==> src/rtl/bus_codes_pkg.sv <==
// bus_codes_pkg: bus source/destination code map and transfer sequencer states.
package bus_codes_pkg;
   localparam logic [4:0] CODE_R0     = 5'd0;
   localparam logic [4:0] CODE_R1     = 5'd1;
   localparam logic [4:0] CODE_R2     = 5'd2;
   localparam logic [4:0] CODE_R3     = 5'd3;
   localparam logic [4:0] CODE_R4     = 5'd4;
   localparam logic [4:0] CODE_R5     = 5'd5;
   localparam logic [4:0] CODE_R6     = 5'd6;
   localparam logic [4:0] CODE_R7     = 5'd7;
   localparam logic [4:0] CODE_R8     = 5'd8;
   localparam logic [4:0] CODE_R9     = 5'd9;
   localparam logic [4:0] CODE_R10    = 5'd10;
   localparam logic [4:0] CODE_R11    = 5'd11;
   localparam logic [4:0] CODE_R12    = 5'd12;
   localparam logic [4:0] CODE_R13    = 5'd13;
   localparam logic [4:0] CODE_R14    = 5'd14;
   localparam logic [4:0] CODE_R15    = 5'd15;
   localparam logic [4:0] CODE_HI     = 5'd16;
   localparam logic [4:0] CODE_LO     = 5'd17;
   localparam logic [4:0] CODE_ZHI    = 5'd18;
   localparam logic [4:0] CODE_ZLO    = 5'd19;
   localparam logic [4:0] CODE_PC     = 5'd20;
   localparam logic [4:0] CODE_MDR    = 5'd21;
   localparam logic [4:0] CODE_INPORT = 5'd22;
   localparam logic [4:0] CODE_COUT   = 5'd23;
   localparam logic [4:0] CODE_RSVD_MIN = 5'd24;

   typedef enum logic [2:0] {IDLE, DRIVE, LOAD, DONE, ERR} state_e;

   function automatic logic is_rsvd(input logic [4:0] code);
      return code >= CODE_RSVD_MIN;
   endfunction
endpackage

==> src/rtl/onehot_decoder_5to32.sv <==
// onehot_decoder_5to32: code to one-hot strobe; reserved codes decode to zero unless en is high.
module onehot_decoder_5to32
   import bus_codes_pkg::*;
(
   input  logic [4:0]  code,
   input  logic        en,
   output logic [31:0] onehot
);
   assign onehot = (en || !is_rsvd(code)) ? 32'd1 << code : '0;
endmodule

==> src/rtl/bus_transfer_decoder.sv <==
// bus_transfer_decoder: sequences one bus transfer per request (drive, settle, load, done)
// and emits registered one-hot drive/load strobes.
module bus_transfer_decoder
   import bus_codes_pkg::*;
#(
   parameter int SETTLE_CYCLES = 1,
   parameter int CODE_W        = 5
) (
   input  logic              clock,
   input  logic              clear,
   input  logic              req_IN,
   input  logic [CODE_W-1:0] src_code_IN,
   input  logic [CODE_W-1:0] dst_code_IN,
   input  logic              load_en_IN,
   output logic              ready_OUT,
   output logic [31:0]       bus_drive_OUT,
   output logic [31:0]       reg_load_OUT,
   output logic              busy_OUT,
   output logic              done_OUT,
   output logic              err_OUT
);
   state_e      state_q, state_d;
   logic [3:0]  cnt_q, cnt_d;
   logic [4:0]  src_q, src_d, dst_q, dst_d;
   logic        ld_q, ld_d;
   logic [31:0] drive_q, drive_d, load_q, load_d;
   logic        busy_q, busy_d, done_q, done_d, err_q, err_d;
   logic [4:0]  src_sel, dst_sel;
   logic [31:0] src_oh, dst_oh;

   // In IDLE decode the live inputs so the first drive cycle follows the accept edge directly.
   assign src_sel = (state_q == IDLE) ? src_code_IN : src_q;
   assign dst_sel = (state_q == IDLE) ? dst_code_IN : dst_q;

   onehot_decoder_5to32 u_src_dec (.code(src_sel), .en(1'b0), .onehot(src_oh));
   onehot_decoder_5to32 u_dst_dec (.code(dst_sel), .en(1'b0), .onehot(dst_oh));

   always_comb begin
      state_d = state_q;
      cnt_d   = cnt_q;
      src_d   = src_q;
      dst_d   = dst_q;
      ld_d    = ld_q;
      drive_d = '0;
      load_d  = '0;
      case (state_q)
         IDLE: if (req_IN) begin
            src_d = src_code_IN;
            dst_d = dst_code_IN;
            ld_d  = load_en_IN;
            if (is_rsvd(src_code_IN) || (load_en_IN && is_rsvd(dst_code_IN))) begin
               state_d = ERR;
            end else begin
               state_d = DRIVE;
               drive_d = src_oh;
               cnt_d   = 4'(SETTLE_CYCLES - 1);
            end
         end
         DRIVE: if (cnt_q == '0) begin
            state_d = ld_q ? LOAD : DONE;
            drive_d = ld_q ? src_oh : '0;
            load_d  = ld_q ? dst_oh : '0;
         end else begin
            cnt_d   = cnt_q - 4'd1;
            drive_d = src_oh;
         end
         LOAD:    state_d = DONE;
         default: state_d = IDLE;
      endcase
      busy_d = state_d inside {DRIVE, LOAD, DONE};
      done_d = state_d == DONE;
      err_d  = state_d == ERR;
   end

   always_ff @(posedge clock or negedge clear) begin
      if (!clear) begin
         state_q <= IDLE;
         cnt_q   <= '0;
         src_q   <= '0;
         dst_q   <= '0;
         ld_q    <= 1'b0;
         drive_q <= '0;
         load_q  <= '0;
         busy_q  <= 1'b0;
         done_q  <= 1'b0;
         err_q   <= 1'b0;
      end else begin
         state_q <= state_d;
         cnt_q   <= cnt_d;
         src_q   <= src_d;
         dst_q   <= dst_d;
         ld_q    <= ld_d;
         drive_q <= drive_d;
         load_q  <= load_d;
         busy_q  <= busy_d;
         done_q  <= done_d;
         err_q   <= err_d;
      end
   end

   assign ready_OUT     = state_q == IDLE;
   assign bus_drive_OUT = drive_q;
   assign reg_load_OUT  = load_q;
   assign busy_OUT      = busy_q;
   assign done_OUT      = done_q;
   assign err_OUT       = err_q;
endmodule
==> config.mk <==
export PLATFORM = sky130hd
export DESIGN_NAME = bus_transfer_decoder
export DESIGN_NICKNAME = d
export VERILOG_FILES = /design/src/rtl/bus_codes_pkg.sv /design/src/rtl/onehot_decoder_5to32.sv /design/src/rtl/bus_transfer_decoder.sv
export SDC_FILE = /design/constraint.sdc
export NUM_CORES = 1
export LEC_CHECK = 0
export ABC_AREA = 1
export BUFFER_PORTS_ARGS = -buffer_cell sky130_fd_sc_hd__buf_2
export CAP_MARGIN = 20
export CORE_ASPECT_RATIO = 1.25
export CORE_MARGIN = 5
export CORE_UTILIZATION = 59
export CTS_BUF_LIST = sky130_fd_sc_hd__clkbuf_8
export CTS_CLUSTER_DIAMETER = 50
export DETAILED_ROUTE_END_ITERATION = 7
export PLACE_DENSITY = 0.94
export SYNTH_ARGS = -nofsm -noshare
export SYNTH_HDL_FRONTEND = slang
export SYNTH_SLANG_ARGS = --single-unit
==> constraint.sdc <==
create_clock -name clock -period 4.3 [get_ports clock]
set_clock_uncertainty 0.15 [all_clocks]
set_input_delay 0 -clock clock [delete_from_list [all_inputs] [get_ports clock]]
set_output_delay 0 -clock clock [all_outputs]
set_load 0.02 [all_outputs]
; ---- After elaboration in Yosys (flattened, before gate mapping)
; Index checks and enable logic that the tools add are counted.
[word_totals]
ff_bits = 85
output_inout_bits = 68
word_cells = 55
[op_classes]
n_addsub = 1
order_cmp = 4
eq_ne = 9
shifts = 2
mux = 21
reduce_logical = 8
[ops]
columns = cell, count
row1 = $mux 32, 9
row2 = $pmux 32 s2, 1
row3 = $shl 1x5->32 const A, 2
row4 = $ge 5x5->1 const B, 4
row5 = $mux 4, 3
row6 = $mux 5, 2
row7 = $eq 3x2->1 const B, 3
row8 = $mux 3, 3
row9 = $pmux 3 s3, 1
row10 = $pmux 4 s2, 1
row11 = $eq 3x1->1 const B, 2
row12 = $ne 2x2->1 const B, 3
row13 = $logic_not 4->1, 1
row14 = $reduce_and 4->1, 1
row15 = $sub 4x1->4 const B, 1
row16 = $eq 3x3->1 const B, 1
row17 = $logic_not 3->1, 1
row18 = $reduce_bool 3->1, 1
row19 = $reduce_and 2->1, 1
row20 = $reduce_bool 2->1, 1
row21 = $logic_and 1x1->1, 1
row22 = $logic_or 1x1->1, 1
row23 = $mux 1, 1

; ---- Longest topological paths before layout
[depth]
depth_word = 8
mapped_depth = 9

; ---- Cells and area by module
; From an unflattened synthesis, not the netlist that was laid out.
[unflattened]
hier_cells = 438
hier_area_um2 = 3996.3
[modules_own_cells]
columns = module, n_inst, cells_per_inst, area_per_inst_um2
row1 = bus_transfer_decoder, 1, 312, 3343.2
row2 = onehot_decoder_5to32, 2, 63, 326.6

; ---- Least setup slack after synthesis
; OpenSTA, ideal clock, no wires.
[synth_timing]
path_type = register to register
start = reg state_q[1]
end = reg load_q[10], in the netlist reg_load_OUT[10]
arrival_time_ns = 1.232
slack_ns = 2.799
stages_incl_launch_ff = 10
path_buffers = 1
path_cell_list = dfrtp_1 > nor2_4 > nand2_4 > buf_6 > inv_2 > nand2_1 > nand2_1 > nor2_2 > nand2_2 > nor2_1
[synth_via]
elab_chain_len = 7
[synth_lines]
columns = item, line_no
row1 = "start, declared", bus_transfer_decoder.sv:22  ; state_e state_q, state_d;
row2 = "start signal, assigned", bus_transfer_decoder.sv:88  ; state_q <= state_d;
row3 = $logic_not 3->1 (*), n/a
row4 = named net ready_OUT, bus_transfer_decoder.sv:15  ; output logic ready_OUT,
row5 = $mux 5 (*), bus_transfer_decoder.sv:33  ; assign dst_sel = (state_q == IDLE) ? dst_code_IN : dst_q;
row6 = $ge 5x5->1 / $shl 1x5->32 (equally long branches), "bus_codes_pkg.sv:32, onehot_decoder_5to32.sv:9"
row7 = $mux 32 (*), onehot_decoder_5to32.sv:9  ; assign onehot = (en || !is_rsvd(code)) ? 32'd1 << code : '0;
row8 = $mux 32 (*), bus_transfer_decoder.sv:62  ; load_d = ld_q ? dst_oh : '0;
row9 = $mux 32 (*), bus_transfer_decoder.sv:59  ; DRIVE: if (cnt_q == '0) begin
row10 = $mux 32 (*), bus_transfer_decoder.sv:46  ; case (state_q)
row11 = named net load_d[10], bus_transfer_decoder.sv:26  ; logic [31:0] drive_q, drive_d, load_q, load_d;
row12 = "end signal, assigned", bus_transfer_decoder.sv:94  ; load_q <= load_d;
row13 = "end, declared", bus_transfer_decoder.sv:26
; The timed path passes the listed nets; every way through them passes the cells marked *.
; A chain may end at the register's enable or synchronous reset.

; ---- Worst setup path after layout
[layout_timing]
start = reg state_q[1]
end = reg src_q[2]
[layout_via]
elab_chain_len = 2
[layout_lines]
columns = item, line_no
row1 = $logic_not 3->1, bus_transfer_decoder.sv:46
row2 = $reduce_and 2->1 (no line), n/a
row3 = "end signal, assigned", bus_transfer_decoder.sv:90  ; src_q <= src_d;
row4 = "end, declared", bus_transfer_decoder.sv:24  ; logic [4:0] src_q, src_d, dst_q, dst_d;
; Every way passes these cells.

==> key figures <==
Run status
  – Status: finished, final reports clean

Worst setup path
  – Crit path cell chain: nor2_4 -> nand2_4 -> nor2_4 -> nand2_1 -> dlygate4sd3_1 -> o21ai_0 -> dlygate4sd3_1
  – Crit path depth: 7
  – Crit path from: state_q[1]
  – Critical path class: reg2reg
  – Worst setup SP type: flop
  – Worst path max stage delay: between 0.5 and 0.6 ns
  – FF-to-FF path depth: 7
  – CP max stage cell: dlygate4sd3_1
  – Buffers & Inverters on Critical Path: 2
  – Crit path max fanout: 23
  – CP Capture Type: flop
  – R2R Path Start: state_q[1]
  – R2R setup slack: ~1.3 ns
  – Critical Path Sink: src_q[2]
  – Worst R2R End: src_q[2]
  – Critical Path RT: ~4.5 ns
  – Arrival time of the worst setup path: 3.20 ns
  – Family with the most delay on the worst path: simple AND/OR/NAND/NOR gates

Detailed routing
  – DRT Pass-1 Iters: 5
  – DRT iter0 DRCs: 255
  – Detailed Route WL: about 8000 microns
  – Vias/cell: 5.409
  – DR vias: between 2000 and 3000
  – Post-DRT Antenna Nets: 0
  – Drt drc: 0
  – DR WL/cell: approximately 16 microns

CTS
  – Clock Latency Late Sink: about 0.36 ns
  – # clock sinks: between 80 and 90
  – Cts repair resizes: 0
  – Post-CTS Setup Repair Bufs: 0
  – CTS Buf Count: 9
  – CTS Root Buffer Type: clkbuf_8
  – H-Tree Depth: 3
  – Longest Clk Path Bufs: 2
  – Clock-pin slew on the worst setup and hold paths: about 0.09 ns
  – Cts hold-fix bufs: 21
  – CTS tree: yes

Final layout
  – Fin nets: 465
  – Sequential standard cell area: between 2000 and 2500 sq um
  – Share of layout cells above drive strength 1: between 20% and 30%
  – Area of the multi-input gates: between 1000 and 1500 sq um
  – Layout Area Growth over Synthesis: 29.40%
  – Fill cell count: roughly 340
  – Diode count: 0
  – Design area: 4197 sq um

Min path
  – Hold Path Class: in2reg

STA
  – Crit share post-route: 70.83%
  – Post-route minimum period: slightly above 3 ns
  – RSZ-0062 raised after global routing: no
  – Final slew viol count: 0
  – Setup_tns: 0 ns
  – Final hold vios: 0
  – Hold WS: ~0.019 ns
  – Fmax: roughly 330 MHz
  – Max-slew headroom: 64.37%
  – Worst Tran Pin Value: 0.5345 ns
  – Final setup viols: 0

Synth
  – Synth top area share: between 60% and 70%
  – Synthesized instance count: around 330
  – Mapped cell area: ~3200 sq um
  – Synth top area cells: dfrtp_1 (66%), nand2_1 (8.4%), nor2_1 (7.3%)
  – Post-synth EDFFs: 0
  – Synth cell types: 27
  – Prevailing post-synth register cell: dfrtp_1
  – Ys Warns: 0
  – Seq/Total Area, Yosys: approximately two thirds
  – Asr flop ratio synth: 100.0%
  – Syn Area/Cell: 9.948 sq um
  – Cell taking the most area after synthesis: dfrtp_1
  – Most frequent cells after synthesis: dfrtp_1 (85), nand2_1 (73), nor2_1 (63)
  – FF+latch count, synth: 85
  – Top-count cell post-synth: dfrtp_1

Pwr
  – Pwr Density: 644.4 nW/um^2
  – Pleak: between 0.002 and 0.0025 uW
  – Total power: 2704 uW
  – Peak supply drop: 0.0004446 V

Global routing
  – GR Util met2: between 40% and 50%
  – Largest net degree at the start of global routing: 86
  – Vias in the first global route: 2703
  – GR Util met1: roughly 27%
  – Total grt overflow: 0
  – Most crowded layer after global routing: met2
  – First-pass GRT wire length: around 13000 microns
  – Initial antenna violation count: 0
  – GR Layer Usage met3: approximately 6.4%
  – Total GRT Usage: between 20% and 30%

Die
  – Die area: 7089 sq um
  – DIE HEIGHT: between 90 and 100 microns
  – Row count: 30
  – # IOs: 82
  – Chip Width: approximately 76 microns
  – Core box area: around 5400 sq um
  – Starting density of the core: between 50% and 60%

Placement
  – IO buf count: 81
  – Dpl hpwl: between 5000 and 6000 microns
  – Routability-driven placement congestion ratio: just under 0.9
  – Placed cell area: around 3700 sq um

Flow run
  – Max_cap viols: 0
final cells by class:
cell class	count	area share [%]
clock buffers	9	2.952
clock inverters	7	2.355
inverters	30	2.683
multi-input cells	220	24.21
flip-flops and latches	85	50.69
well taps	64	1.908
repair buffers	103	15.21
sequential cells by signal, indices dropped and copies added (netlist names):
register       flops
ld_q               1
done_OUT           1
cnt_q              4
state_q            3
dst_q              5
reg_load_OUT      32
err_OUT            1
busy_OUT           1
bus_drive_OUT     32
src_q              5
logic make-up after synthesis:
group / synth area share, %
and+or+nand+nor: 24.85
other: 0.1156
AOI/OAI and AO/OA: 3.318
xor gates and xnor gates: 0.5402
buffers and inverters: 4.823
DFF: 65.59
adders and majority gates: 0.7715
layout by cell type (no fill, tap or decap):
cell           netlist  routed
dfrtp_1             85      85
xor2_1               2       2
inv_6                0       1
nand2_4              1       1
o22ai_1              1       1
nor2_2               1       1
clkbuf_8             0       9
o21a_1               1       1
inv_1               24      25
nor2_4               2       2
clkinv_1             1       1
nand3_1             16      16
buf_4                1       1
o21ai_4              1       1
nand4_1             16      16
nand3b_1             2       2
a21oi_1              2       2
nand3_2              1       1
nand2_2              8       8
inv_8                0       1
o21ai_0             10      10
o21ai_2              2       2
conb_1               1      16
ha_1                 2       2
inv_2                5       5
dlygate4sd3_1        0      21
buf_12               0       1
clkinvlp_4           0       2
bufinv_16            0       2
nand2_1             73      73
buf_2                2      80
nor2_1              63      63
worst min path at each step:
| stage | endpoint | start | depth (start not counted) | slack (ns) |
|---|---|---|---|---|
| after CTS | err_OUT | req_IN | 5 | 0.001 |
| after detailed placement | reg_load_OUT[27] | clear | 1 | 0.08 |
| after floorplan | bus_drive_OUT[0] | clear | 0 | -0.45 |
| final | dst_q[1] | req_IN | 5 | 0.02 |
| after global placement | bus_drive_OUT[30] | clear | 1 | 0.05 |
| after global routing | src_q[1] | req_IN | 5 | 0.04 |
routing by layer:
layer | vias to the layer above | wire (microns)
met1 | 1337 | 2780
met2 | 179 | 4284
met4 | 0 | 371
met5 | - | 0
met3 | 39 | 714
li1 | 1247 | -
worst min-delay path, stage by stage:
cell and delay [ns]:
buf_2 0.10, inv_1 0.10, nor2_4 0.12, nand2_1 0.07
o21ai_0 0.08
metrics by stage:
step / utilization [%] / setup slack [ns] / std cells
after floorplan: - / 2.799 / 341
after global placement: 69.26 / 2.205 / 480
after detailed placement: 69.26 / 2.045 / 480
after CTS: 77.27 / 1.427 / 517
after global routing: 77.64 / 1.107 / 518
final: 77.64 / 1.254 / 518
report_power, final:
group,internal [uW],switching [uW],leakage [uW]
Clock,331,297,0.000109
Sequential,917,62.5,0.00112
Combinational,301,796,0.00106
Note: power is estimated with default switching activity, not from simulation.
